**src/rtl/bcd_entry_ctrl_if.sv**
```systemverilog
// Bundle between the KEY/SW front end and bcd_entry_ctrl.
// The controller takes the slave modport; whatever drives the keys takes master.
interface bcd_entry_ctrl_if #(
    parameter int NUM_DIGITS = 3
);
    localparam int PW = (NUM_DIGITS > 1) ? $clog2(NUM_DIGITS) : 1;

    logic                    enter;
    logic                    cancel;
    logic [3:0]              digit_in;
    logic                    sign_in;
    logic [4*NUM_DIGITS-1:0] value;
    logic                    value_neg;
    logic                    valid;
    logic                    commit;
    logic                    err;
    logic [PW-1:0]           cur_pos;
    logic                    entering;
    logic                    blink;
    logic [4*NUM_DIGITS-1:0] disp;
    logic                    disp_neg;

    modport slave (
        input  enter, cancel, digit_in, sign_in,
        output value, value_neg, valid, commit, err, cur_pos, entering,
               blink, disp, disp_neg
    );

    modport master (
        output enter, cancel, digit_in, sign_in,
        input  value, value_neg, valid, commit, err, cur_pos, entering,
               blink, disp, disp_neg
    );
endinterface

```
**src/rtl/bcd_entry_ctrl.sv**
```systemverilog
// Signed N-digit BCD entry controller: collects digits ones-first on enter presses,
// commits number and sign atomically, and produces blinking seven-segment codes.
module bcd_entry_ctrl #(
    parameter int         NUM_DIGITS = 3,
    parameter int         BLINK_DIV  = 25_000_000,
    parameter logic [3:0] OFF_CODE   = 4'hF,
    parameter bit         LZ_BLANK   = 1'b0
) (
    input  logic            clk,
    input  logic            rst,
    bcd_entry_ctrl_if.slave bus
);
    localparam int PW = (NUM_DIGITS > 1) ? $clog2(NUM_DIGITS) : 1;
    localparam int CW = $clog2(BLINK_DIV);
    localparam logic [PW-1:0] LAST_POS = PW'(NUM_DIGITS - 1);
    localparam logic [CW-1:0] BLINK_TC = CW'(BLINK_DIV - 1);

    typedef enum logic {ST_ENTRY, ST_HOLD} state_t;

    state_t                     r_state, w_stateNext;
    logic                       r_enterQ;
    logic [PW-1:0]              r_curPos, w_curPosNext;
    logic [NUM_DIGITS-1:0][3:0] r_shadow, w_shadowNext;
    logic [NUM_DIGITS-1:0][3:0] r_value, w_valueNext;
    logic                       r_valueNeg, w_valueNegNext;
    logic                       r_valid, w_validNext;
    logic                       r_commit, w_commitNext;
    logic                       r_err, w_errNext;
    logic [CW-1:0]              r_blinkCnt, w_blinkCntNext;
    logic                       r_blink, w_blinkNext;
    logic [NUM_DIGITS-1:0][3:0] r_disp, w_dispNext;
    logic                       r_dispNeg, w_dispNegNext;
    logic                       w_press;
    logic                       w_lead;

    assign w_press = bus.enter & ~r_enterQ;

    always_comb begin
        w_blinkCntNext = r_blinkCnt + 1'b1;
        w_blinkNext    = r_blink;
        if (r_blinkCnt == BLINK_TC) begin
            w_blinkCntNext = '0;
            w_blinkNext    = ~r_blink;
        end
    end

    // The top shadow slot is never written, so a commit can copy the whole shadow
    // and overwrite only the most-significant digit with the live input.
    always_comb begin
        w_stateNext    = r_state;
        w_curPosNext   = r_curPos;
        w_shadowNext   = r_shadow;
        w_valueNext    = r_value;
        w_valueNegNext = r_valueNeg;
        w_validNext    = r_valid;
        w_commitNext   = 1'b0;
        w_errNext      = 1'b0;
        case (r_state)
            ST_ENTRY: begin
                if (bus.cancel) begin
                    w_shadowNext = '0;
                    w_curPosNext = '0;
                    w_stateNext  = r_valid ? ST_HOLD : ST_ENTRY;
                end else if (w_press) begin
                    if (bus.digit_in > 4'd9) begin
                        w_errNext = 1'b1;
                    end else if (r_curPos == LAST_POS) begin
                        w_valueNext                 = r_shadow;
                        w_valueNext[NUM_DIGITS-1]   = bus.digit_in;
                        w_valueNegNext              = bus.sign_in;
                        w_validNext                 = 1'b1;
                        w_commitNext                = 1'b1;
                        w_curPosNext                = '0;
                        w_shadowNext                = '0;
                        w_stateNext                 = ST_HOLD;
                    end else begin
                        w_shadowNext[r_curPos] = bus.digit_in;
                        w_curPosNext           = r_curPos + 1'b1;
                    end
                end
            end
            ST_HOLD: begin
                if (w_press) begin
                    w_stateNext  = ST_ENTRY;
                    w_curPosNext = '0;
                end
            end
            default: w_stateNext = ST_ENTRY;
        endcase
    end

    // Display is built from next-state values so it lines up with the other outputs.
    always_comb begin
        w_dispNext    = '0;
        w_dispNegNext = 1'b0;
        w_lead        = LZ_BLANK;
        if (w_stateNext == ST_ENTRY) begin
            w_dispNegNext = bus.sign_in;
            for (int j = 0; j < NUM_DIGITS; j++) begin
                if (j < int'(w_curPosNext)) begin
                    w_dispNext[j] = w_shadowNext[j];
                end else if (j == int'(w_curPosNext)) begin
                    w_dispNext[j] = w_blinkNext ? bus.digit_in : OFF_CODE;
                end else begin
                    w_dispNext[j] = OFF_CODE;
                end
            end
        end else begin
            w_dispNegNext = w_valueNegNext;
            for (int j = NUM_DIGITS - 1; j >= 0; j--) begin
                if (w_lead && (j != 0) && (w_valueNext[j] == 4'd0)) begin
                    w_dispNext[j] = OFF_CODE;
                end else begin
                    w_dispNext[j] = w_valueNext[j];
                    w_lead        = 1'b0;
                end
            end
        end
    end

    always_ff @(posedge clk) begin
        if (rst) begin
            r_state    <= ST_ENTRY;
            r_enterQ   <= 1'b1;
            r_curPos   <= '0;
            r_shadow   <= '0;
            r_value    <= '0;
            r_valueNeg <= 1'b0;
            r_valid    <= 1'b0;
            r_commit   <= 1'b0;
            r_err      <= 1'b0;
            r_blinkCnt <= '0;
            r_blink    <= 1'b1;
            r_disp     <= {NUM_DIGITS{OFF_CODE}};
            r_dispNeg  <= 1'b0;
        end else begin
            r_state    <= w_stateNext;
            r_enterQ   <= bus.enter;
            r_curPos   <= w_curPosNext;
            r_shadow   <= w_shadowNext;
            r_value    <= w_valueNext;
            r_valueNeg <= w_valueNegNext;
            r_valid    <= w_validNext;
            r_commit   <= w_commitNext;
            r_err      <= w_errNext;
            r_blinkCnt <= w_blinkCntNext;
            r_blink    <= w_blinkNext;
            r_disp     <= w_dispNext;
            r_dispNeg  <= w_dispNegNext;
        end
    end

    assign bus.value     = r_value;
    assign bus.value_neg = r_valueNeg;
    assign bus.valid     = r_valid;
    assign bus.commit    = r_commit;
    assign bus.err       = r_err;
    assign bus.cur_pos   = r_curPos;
    assign bus.entering  = (r_state == ST_ENTRY);
    assign bus.blink     = r_blink;
    assign bus.disp      = r_disp;
    assign bus.disp_neg  = r_dispNeg;
endmodule

```
**src/flat_wrapper.sv**
```systemverilog
// flat-port wrapper written by rule: the top's interface ports become plain ports
module bcd_entry_ctrl_flat 
#(
    parameter int         NUM_DIGITS = 3,
    parameter int         BLINK_DIV  = 25_000_000,
    parameter logic [3:0] OFF_CODE   = 4'hF,
    parameter bit         LZ_BLANK   = 1'b0
)
  (clk, rst, bus_enter, bus_cancel, bus_digit_in, bus_sign_in, bus_value, bus_value_neg, bus_valid, bus_commit, bus_err, bus_cur_pos, bus_entering, bus_blink, bus_disp, bus_disp_neg);
  bcd_entry_ctrl_if #(.NUM_DIGITS(NUM_DIGITS)) bus_i ();
  input  logic clk;
  input  logic rst;
  input wire logic [$bits(bus_i.enter)-1:0] bus_enter;
  input wire logic [$bits(bus_i.cancel)-1:0] bus_cancel;
  input wire logic [$bits(bus_i.digit_in)-1:0] bus_digit_in;
  input wire logic [$bits(bus_i.sign_in)-1:0] bus_sign_in;
  output wire logic [$bits(bus_i.value)-1:0] bus_value;
  output wire logic [$bits(bus_i.value_neg)-1:0] bus_value_neg;
  output wire logic [$bits(bus_i.valid)-1:0] bus_valid;
  output wire logic [$bits(bus_i.commit)-1:0] bus_commit;
  output wire logic [$bits(bus_i.err)-1:0] bus_err;
  output wire logic [$bits(bus_i.cur_pos)-1:0] bus_cur_pos;
  output wire logic [$bits(bus_i.entering)-1:0] bus_entering;
  output wire logic [$bits(bus_i.blink)-1:0] bus_blink;
  output wire logic [$bits(bus_i.disp)-1:0] bus_disp;
  output wire logic [$bits(bus_i.disp_neg)-1:0] bus_disp_neg;
  assign bus_i.enter = bus_enter;
  assign bus_i.cancel = bus_cancel;
  assign bus_i.digit_in = bus_digit_in;
  assign bus_i.sign_in = bus_sign_in;
  assign bus_value = bus_i.value;
  assign bus_value_neg = bus_i.value_neg;
  assign bus_valid = bus_i.valid;
  assign bus_commit = bus_i.commit;
  assign bus_err = bus_i.err;
  assign bus_cur_pos = bus_i.cur_pos;
  assign bus_entering = bus_i.entering;
  assign bus_blink = bus_i.blink;
  assign bus_disp = bus_i.disp;
  assign bus_disp_neg = bus_i.disp_neg;
  bcd_entry_ctrl #(.NUM_DIGITS(NUM_DIGITS), .BLINK_DIV(BLINK_DIV), .OFF_CODE(OFF_CODE), .LZ_BLANK(LZ_BLANK)) u_core (.clk(clk), .rst(rst), .bus(bus_i));
endmodule
```
**config.mk**
```make
export PLATFORM = sky130hd
export DESIGN_NAME = bcd_entry_ctrl_flat
export DESIGN_NICKNAME = d
export VERILOG_FILES = /design/src/rtl/bcd_entry_ctrl_if.sv /design/src/rtl/bcd_entry_ctrl.sv /design/src/flat_wrapper.sv
export SDC_FILE = /design/constraint.sdc
export NUM_CORES = 1
export LEC_CHECK = 0
export ABC_AREA = 1
export CORE_MARGIN = 3
export CORE_UTILIZATION = 50
export CTS_CLUSTER_SIZE = 40
export DETAILED_ROUTE_END_ITERATION = 7
export PLACE_DENSITY = 0.85
export SLEW_MARGIN = 15
export SYNTH_ARGS = -nofsm -noshare
export SYNTH_HDL_FRONTEND = slang
export SYNTH_SLANG_ARGS = --single-unit
```
**constraint.sdc**
```tcl
create_clock -name clk -period 1.44 [get_ports clk]
set_input_delay 0.36 -clock clk [delete_from_list [all_inputs] [get_ports clk]]
set_output_delay 0.36 -clock clk [all_outputs]
set_load 0.01 [all_outputs]
```
==> summary.txt <==
largest net degree at the start of global routing: 25
Initial DRC Count: 1064
Clk pwr share: 41.4%
PwrDens: 696.4 nW/um2
vias: 4979
Critical Path Start Type: register
grt ovf: 0
Layout fillers: 301
CP startpoint: u_core.r_blinkCnt[10]
Reg power frac: 48.7%
kind of critical path: reg -> reg
Vias per Instance: 6.441
Antenna Cells: 0
register area: 1454 um2
Crit path arrival time: 2.37 ns
antenna-violating nets left: 0
Mean Syn Cell Area: 6.933 um2
Top Ports: 42
Critical-path top delay cell: dfxtp_1
Clock Skew: 0.01588 ns
final design utilization: 85.84%
initial antenna violation count: 0
period utilization: 143.6%
worst-path cell chain: inv_1, nand2_1, nor2_1, nand2_1, nor2_4, nand3_2, nand3_1, nand2_1, nand2_1, nand2_1, nand2_1
Synth warnings: 0
final worst setup slack: -0.6281 ns
routed length per instance: 22.86 um
port bufs: 41
clock latency on the worst-skew pair: 0.38 ns
Total Routing Usage GR: 35.67%
Placed Area: 4741 um2
Synth area leader: dfxtp_1
most common cell in the netlist: nand2_1
TritonCTS clock tree: built
fin area: 5864 um2
HP Start: bus_digit_in[3]
Sw Ratio: 26.95%
final setup TNS: -16.49 ns
Cell Rows: 30
Worst path max stage delay: 0.34 ns
minimum clock period: 2.068 ns
Multi-input gate area: 2406 um2
Residual DRC: 27
EDFF count, synth: 0
1st-pass router iterations: 8
Worst Max-Slew Pin Slew: 0.5200 ns
Synth Instances: 510
Final Hold Fails: 0
FMAX: 483.5 MHz
crit path max fanout: 5
Worst R2R Start: u_core.r_blinkCnt[10]
clk buf depth: 2
worst rel slew slack: 65.01%
synthesized flop and latch total: 71
combinational group share of total power: 10.0%
cts hold-fix bufs: 0
CTS buffer count: 9
Post-DP HPWL: 6885 um
Critical Path End Type: register
Syn Nets: 520
area delta synth->final: 65.85%
die width: 90.10 um
Synth top area share: 40.20%
layout cells sized above 1: 46.38%
failing checks: design-rule violations, negative setup slack
core area: 6832 um2
post-synthesis cell type count: 39
Critical Path Sink: u_core.bus.disp[3]
most frequent CP cell: nand2_1
Synth Cell Area: 3536 um2
Crit path required time: 1.75 ns
Seq/Total Area, Yosys: 40.20%
Internal Power: 0.002983 W
root buf cell: clkbuf_8
vias in the first global route: 4542
hold crit path type: in -> reg
FF-to-FF End: u_core.bus.disp[3]
setup violators final: 58
top post-synthesis cells by area: dfxtp_1 40%, nand2_1 15%, nor2_1 10%, inv_1 5.3%, nand3_1 4.8%
Die Height: 90.10 um
ys flop type: dfxtp_1
CTS Sinks: 71
Lkg Pwr: 2.602 nW
Psw: 0.001100 W
H-tree depth: 3
setup slack, reg-to-reg: -0.63 ns
DRT Wirelength: 17670 um
Initial Util: 51.76%
Slew Limit Fails: 0
first-pass GRT wire length: 23150 um
Worst Reg2Reg Path Length in Cells: 11
Tot Pwr: 0.004084 W
synth cell count leaders: 144 x nand2_1, 94 x nor2_1, 71 x dfxtp_1
status: finished with violations
clock-pin slew on the worst setup and hold paths: 0.08 ns
ys async rst share: 0%
IR Drop Worst-Case VDD: 0.7308 mV
GP Congestion: 0.9758
Nets: 682
die area: 8117 um2
max cap viols: 0
RSZ-0062 raised after global routing: yes
power groups by stage:
stage	registers [W]	clock network [W]	logic, W
6_report	0.00199	0.00169	0.000406
5_1_grt	0.00199	0.00174	0.000419
4_1_cts	0.00200	0.00161	0.000355
3_5_place_dp	0.00204	0	0.000274
3_3_place_gp	0.00204	0	0.000269
2_1_floorplan	0.00205	0	0.000130
how the worst min path moves through the flow:
stage                                       end  slack [ns]  cells past startpoint
after floorplan            u_core.r_blinkCnt[0]        0.42                      1
after global routing             u_core.bus.err        0.49                      4
after global placement    u_core.r_blinkCnt[24]        0.45                      2
after detailed placement  u_core.r_blinkCnt[24]        0.46                      2
final                            u_core.bus.err        0.47                      4
after CTS                 u_core.r_blinkCnt[24]        0.47                      2
per-stage QoR:
step | hold slack [ns] | cells | worst slack (ns)
6_report | 0.4700 | 773 | -0.6281
5_1_grt | 0.4877 | 773 | -0.7122
4_1_cts | 0.4698 | 759 | -0.1929
3_5_place_dp | 0.4591 | 728 | -0.8373
3_3_place_gp | 0.4484 | 728 | -0.6769
2_1_floorplan | 0.4203 | 510 | -0.06099
layout make-up:
type	instances	share of cell area, %
timing repair buffer	166	25.09
sequential	71	24.79
multi-input combinational	370	41.03
clock buffer	10	2.347
inverter	54	3.670
clock inverter	6	1.024
tap	96	2.048
placed cells by master, fill, tap and decap left out, types with 10 or more instances in the layout:
cell type / n
nand2_1: 118
buf_4: 97
dfxtp_1: 57
nor2_1: 56
inv_1: 37
dlygate4sd2_1: 30
nor2_4: 25
nand3_1: 22
nor2_2: 21
nand2_2: 21
buf_6: 19
inv_2: 13
a21oi_1: 10
nand4_1: 10
nand3_2: 10
clkbuf_8: 10
worst max-delay path, delay by kind of cell (launching register included):
family / cells / cell delay (ns)
simple gates: 10 / 1.56
flops: 1 / 0.34
buf+inv: 1 / 0.11
flip-flops by register name (all words and copies together) (netlist names), 2 cells and up:
register and flops:
u_core.bus.cur_pos 2, u_core.bus.disp 12, u_core.bus.value 12, u_core.r_blinkCnt 25, u_core.r_shadow 12
logic make-up after synthesis:
logic type               share of synthesized area, %
multiplexers                                   0.2831
flip-flops                                      40.20
AO/OA/AOI/OAI                                   8.563
buffers and inverters                           9.589
adder cells (fa/ha/maj)                        0.3538
AND/OR/NAND/NOR                                 40.02
XOR/XNOR                                       0.9910
routing by layer:
metal	vias to the layer above	track usage [%]	routed length, um
li1	1938	-	-
met3	226	9.958	2501
met2	573	55.82	7430
met5	-	0	0
met4	0	22.32	1795
met1	2242	43.21	5944
timing repair:
action	in CTS	in global routing
cloned	3	0
pin swaps	27	36
endpoints found under the setup margin	99	64
buffers inserted	12	19
endpoints found under the hold margin	0	0
gates resized for setup	120	132
No activity file was read; power rests on OpenSTA's default activity.
==> RTL edit: new RTL, same settings <==
Take the reset off `r_value` and load it in a clocked block of its own.
--- a/src/rtl/bcd_entry_ctrl.sv
+++ b/src/rtl/bcd_entry_ctrl.sv
@@ -126,3 +126,2 @@
             r_shadow   <= '0;
-            r_value    <= '0;
             r_valueNeg <= 1'b0;
@@ -140,3 +139,2 @@
             r_shadow   <= w_shadowNext;
-            r_value    <= w_valueNext;
             r_valueNeg <= w_valueNegNext;
@@ -150,2 +148,6 @@
         end
+    end
+
+    always_ff @(posedge clk) begin
+        r_value <= w_valueNext;
     end
Function: differs if rst is asserted again (counterexample within 10 cycles, from zero or initial values and one cycle with rst high); with rst held inactive, the same outputs for 10 cycles.
==> RTL edit against the original RTL <==
  * The flow finishes with violations (negative setup slack)
  * Design area shrank 10%
  * Global-route usage shrank 5.9 points
  * Synthesized cell count shrank 4.1%
  * Largest cell class unchanged
  * Die area shrank 5.6%
  * Largest power group unchanged
  * Cell count shrank 7.6%
  * Worst setup slack gained 0.20 ns
  * Sequential power grew 2%
  * Hold slack lost 0.051 ns
  * Combinational power grew 28%
  * Routed wire length shrank 20%
  * Clock power grew 18%
  * Area after synthesis shrank 6.0%
  * Sequential cell count is the same
  * Total power grew 11%
==> RTL edit: results (changes against the original RTL) <==
Run status
  – Outcome: complete, but fails checks (unchanged)
  – Failing checks: negative setup slack (was design-rule violations, negative setup slack)

Pwr
  – NetSw: 0.00113 W (was 0.00110 W)
  – Worst vdd ir: 1.00 mV (was 0.731 mV)
  – Static Leakage: 2.47 nW (was 2.60 nW)

Global route
  – Total GRT Usage: 29.8% (was 35.7%)
  – Largest net degree at the start of global routing: 30 (was 25)
  – First-pass GRT wire length: 18000 microns (was 23100 microns)
  – Vias in the first global route: 3885 (was 4542)

Yosys
  – Register area share after synthesis: 42.8% (was 40.2%)
  – Top cells by area, synth: dfxtp_1, nand2_1, nor2_1, nand3_1, inv_1 (was dfxtp_1, nand2_1, nor2_1, inv_1, nand3_1)
  – Post-synth cell types: 33 (was 39)
  – Syn nets: 499 (was 520)
  – Synth cell count leaders: nand2_1, dfxtp_1, nor2_1 (was nand2_1, nor2_1, dfxtp_1)

Routing
  – Final wirelength: 14100 microns (was 17700 microns)
  – First-pass DRT Iterations: 5 (was 8)
  – DR DRC count: 0 (was 27)

Hold path
  – Hold wc startpoint: bus_enter (was bus_digit_in[3])
  – Hold endpoint: u_core.r_enterQ (was u_core.bus.err)
  – Hold Crit Depth: 3 (was 4)

Setup path
  – CP max stage cell: dfxtp_2 (was dfxtp_1)
  – Reg2reg end: u_core.bus.disp[8] (was u_core.bus.disp[3])
  – Reg-to-Reg Start: u_core.r_blinkCnt[0] (was u_core.r_blinkCnt[10])
  – CP max stage delay: 0.36 ns (was 0.34 ns)
  – Reg2Reg Depth: 12 (was 11)

Placement
  – Post-DP HPWL: 7020 microns (was 6880 microns)
  – RD Place Congestion: 0.973 (was 0.976)

STA
  – Tightest Pin Transition: 0.355 ns (was 0.520 ns)
  – Clock skew: 0.0156 ns (was 0.0159 ns)
  – PnR worst setup slack: -0.425 ns (was -0.628 ns)
  – Setup-failing EPs final: 51 (was 58)

Cells and area
  – Final layout net count: 642 (was 682)
  – # fillers: 320 (was 301)

Clocking
  – Clock latency on the worst-skew pair: 0.36 ns (was 0.38 ns)
-- RTL edit: cell families after synthesis --
group,count (synthesis),synth area share [%]
AOI/OAI and AO/OA,45,7.53
xor gates and xnor gates,8,2.11
adders and majority gates,1,0.376
buffers and inverters,63,7.83
DFF,71,42.8
and+or+nand+nor,301,39.4
-- RTL edit: worst max-delay path by stage --
stage	from	end	slack, ns	cells after the start
after global placement	bus_digit_in[2]	u_core.bus.disp[11]	-0.63	11
final	u_core.r_blinkCnt[0]	u_core.bus.disp[8]	-0.43	12
after detailed placement	bus_digit_in[2]	u_core.bus.disp[11]	-0.70	11
after global routing	u_core.r_blinkCnt[0]	u_core.bus.disp[8]	-0.51	12
after floorplan	u_core.r_blinkCnt[1]	u_core.bus.disp[7]	-0.07	12
after CTS	u_core.r_blinkCnt[1]	u_core.bus.disp[11]	-0.19	11
-- RTL edit: power groups by stage --
| stage | registers (W) | clock network (W) | logic [W] |
|---|---|---|---|
| finish | 0.00203 | 0.00200 | 0.000521 |
| global route | 0.00203 | 0.00208 | 0.000545 |
| CTS | 0.00203 | 0.00197 | 0.000453 |
| floorplan | 0.00209 | 0 | 0.000184 |
| detailed placement | 0.00207 | 0 | 0.000430 |
| global placement | 0.00207 | 0 | 0.000421 |
-- RTL edit: routing by layer --
layer / part of all wire (%) / GRT usage (%) / vias to the layer above
met5: 0 / 0 / -
met4: 8.0 / 16.0 / 0
met3: 10 / 4.92 / 122
met2: 45 / 49.6 / 397
met1: 36 / 36.7 / 1990
li1: - / - / 1836
-- RTL edit: timing repair --
action,in CTS,in global routing
setup endpoints to repair,98,53
resized for setup,79,81
pin swaps,19,28
cloned,1,1
setup buffers,11,9
-- RTL edit: layout make-up --
class | count | area share [%]
Multi-Input combinational cell | 355 | 38.9
Sequential cell | 71 | 27.4
Timing Repair Buffer | 145 | 23.5
Inverter | 50 | 3.74
Clock buffer | 10 | 2.61
Clock inverter | 6 | 2.04
Tap cell | 77 | 1.83
-- RTL edit: per-stage QoR --
step	instances	hold slack (ns)	utilization (%)	setup TNS (ns)	setup slack (ns)
after floorplan	489	0.419	-	-0.545	-0.0686
after global placement	677	0.446	70.0	-21.32	-0.630
after detailed placement	677	0.462	70.0	-24.26	-0.699
after CTS	705	0.420	76.7	-2.36	-0.188
after global routing	714	0.435	82.7	-13.26	-0.514
final	714	0.419	82.7	-8.92	-0.425
-- RTL edit: tightest hold or removal path, cell delays in order --
cell and delay [ns]:
dlygate4sd2_1 0.24, inv_2 0.06, nand2_1 0.07
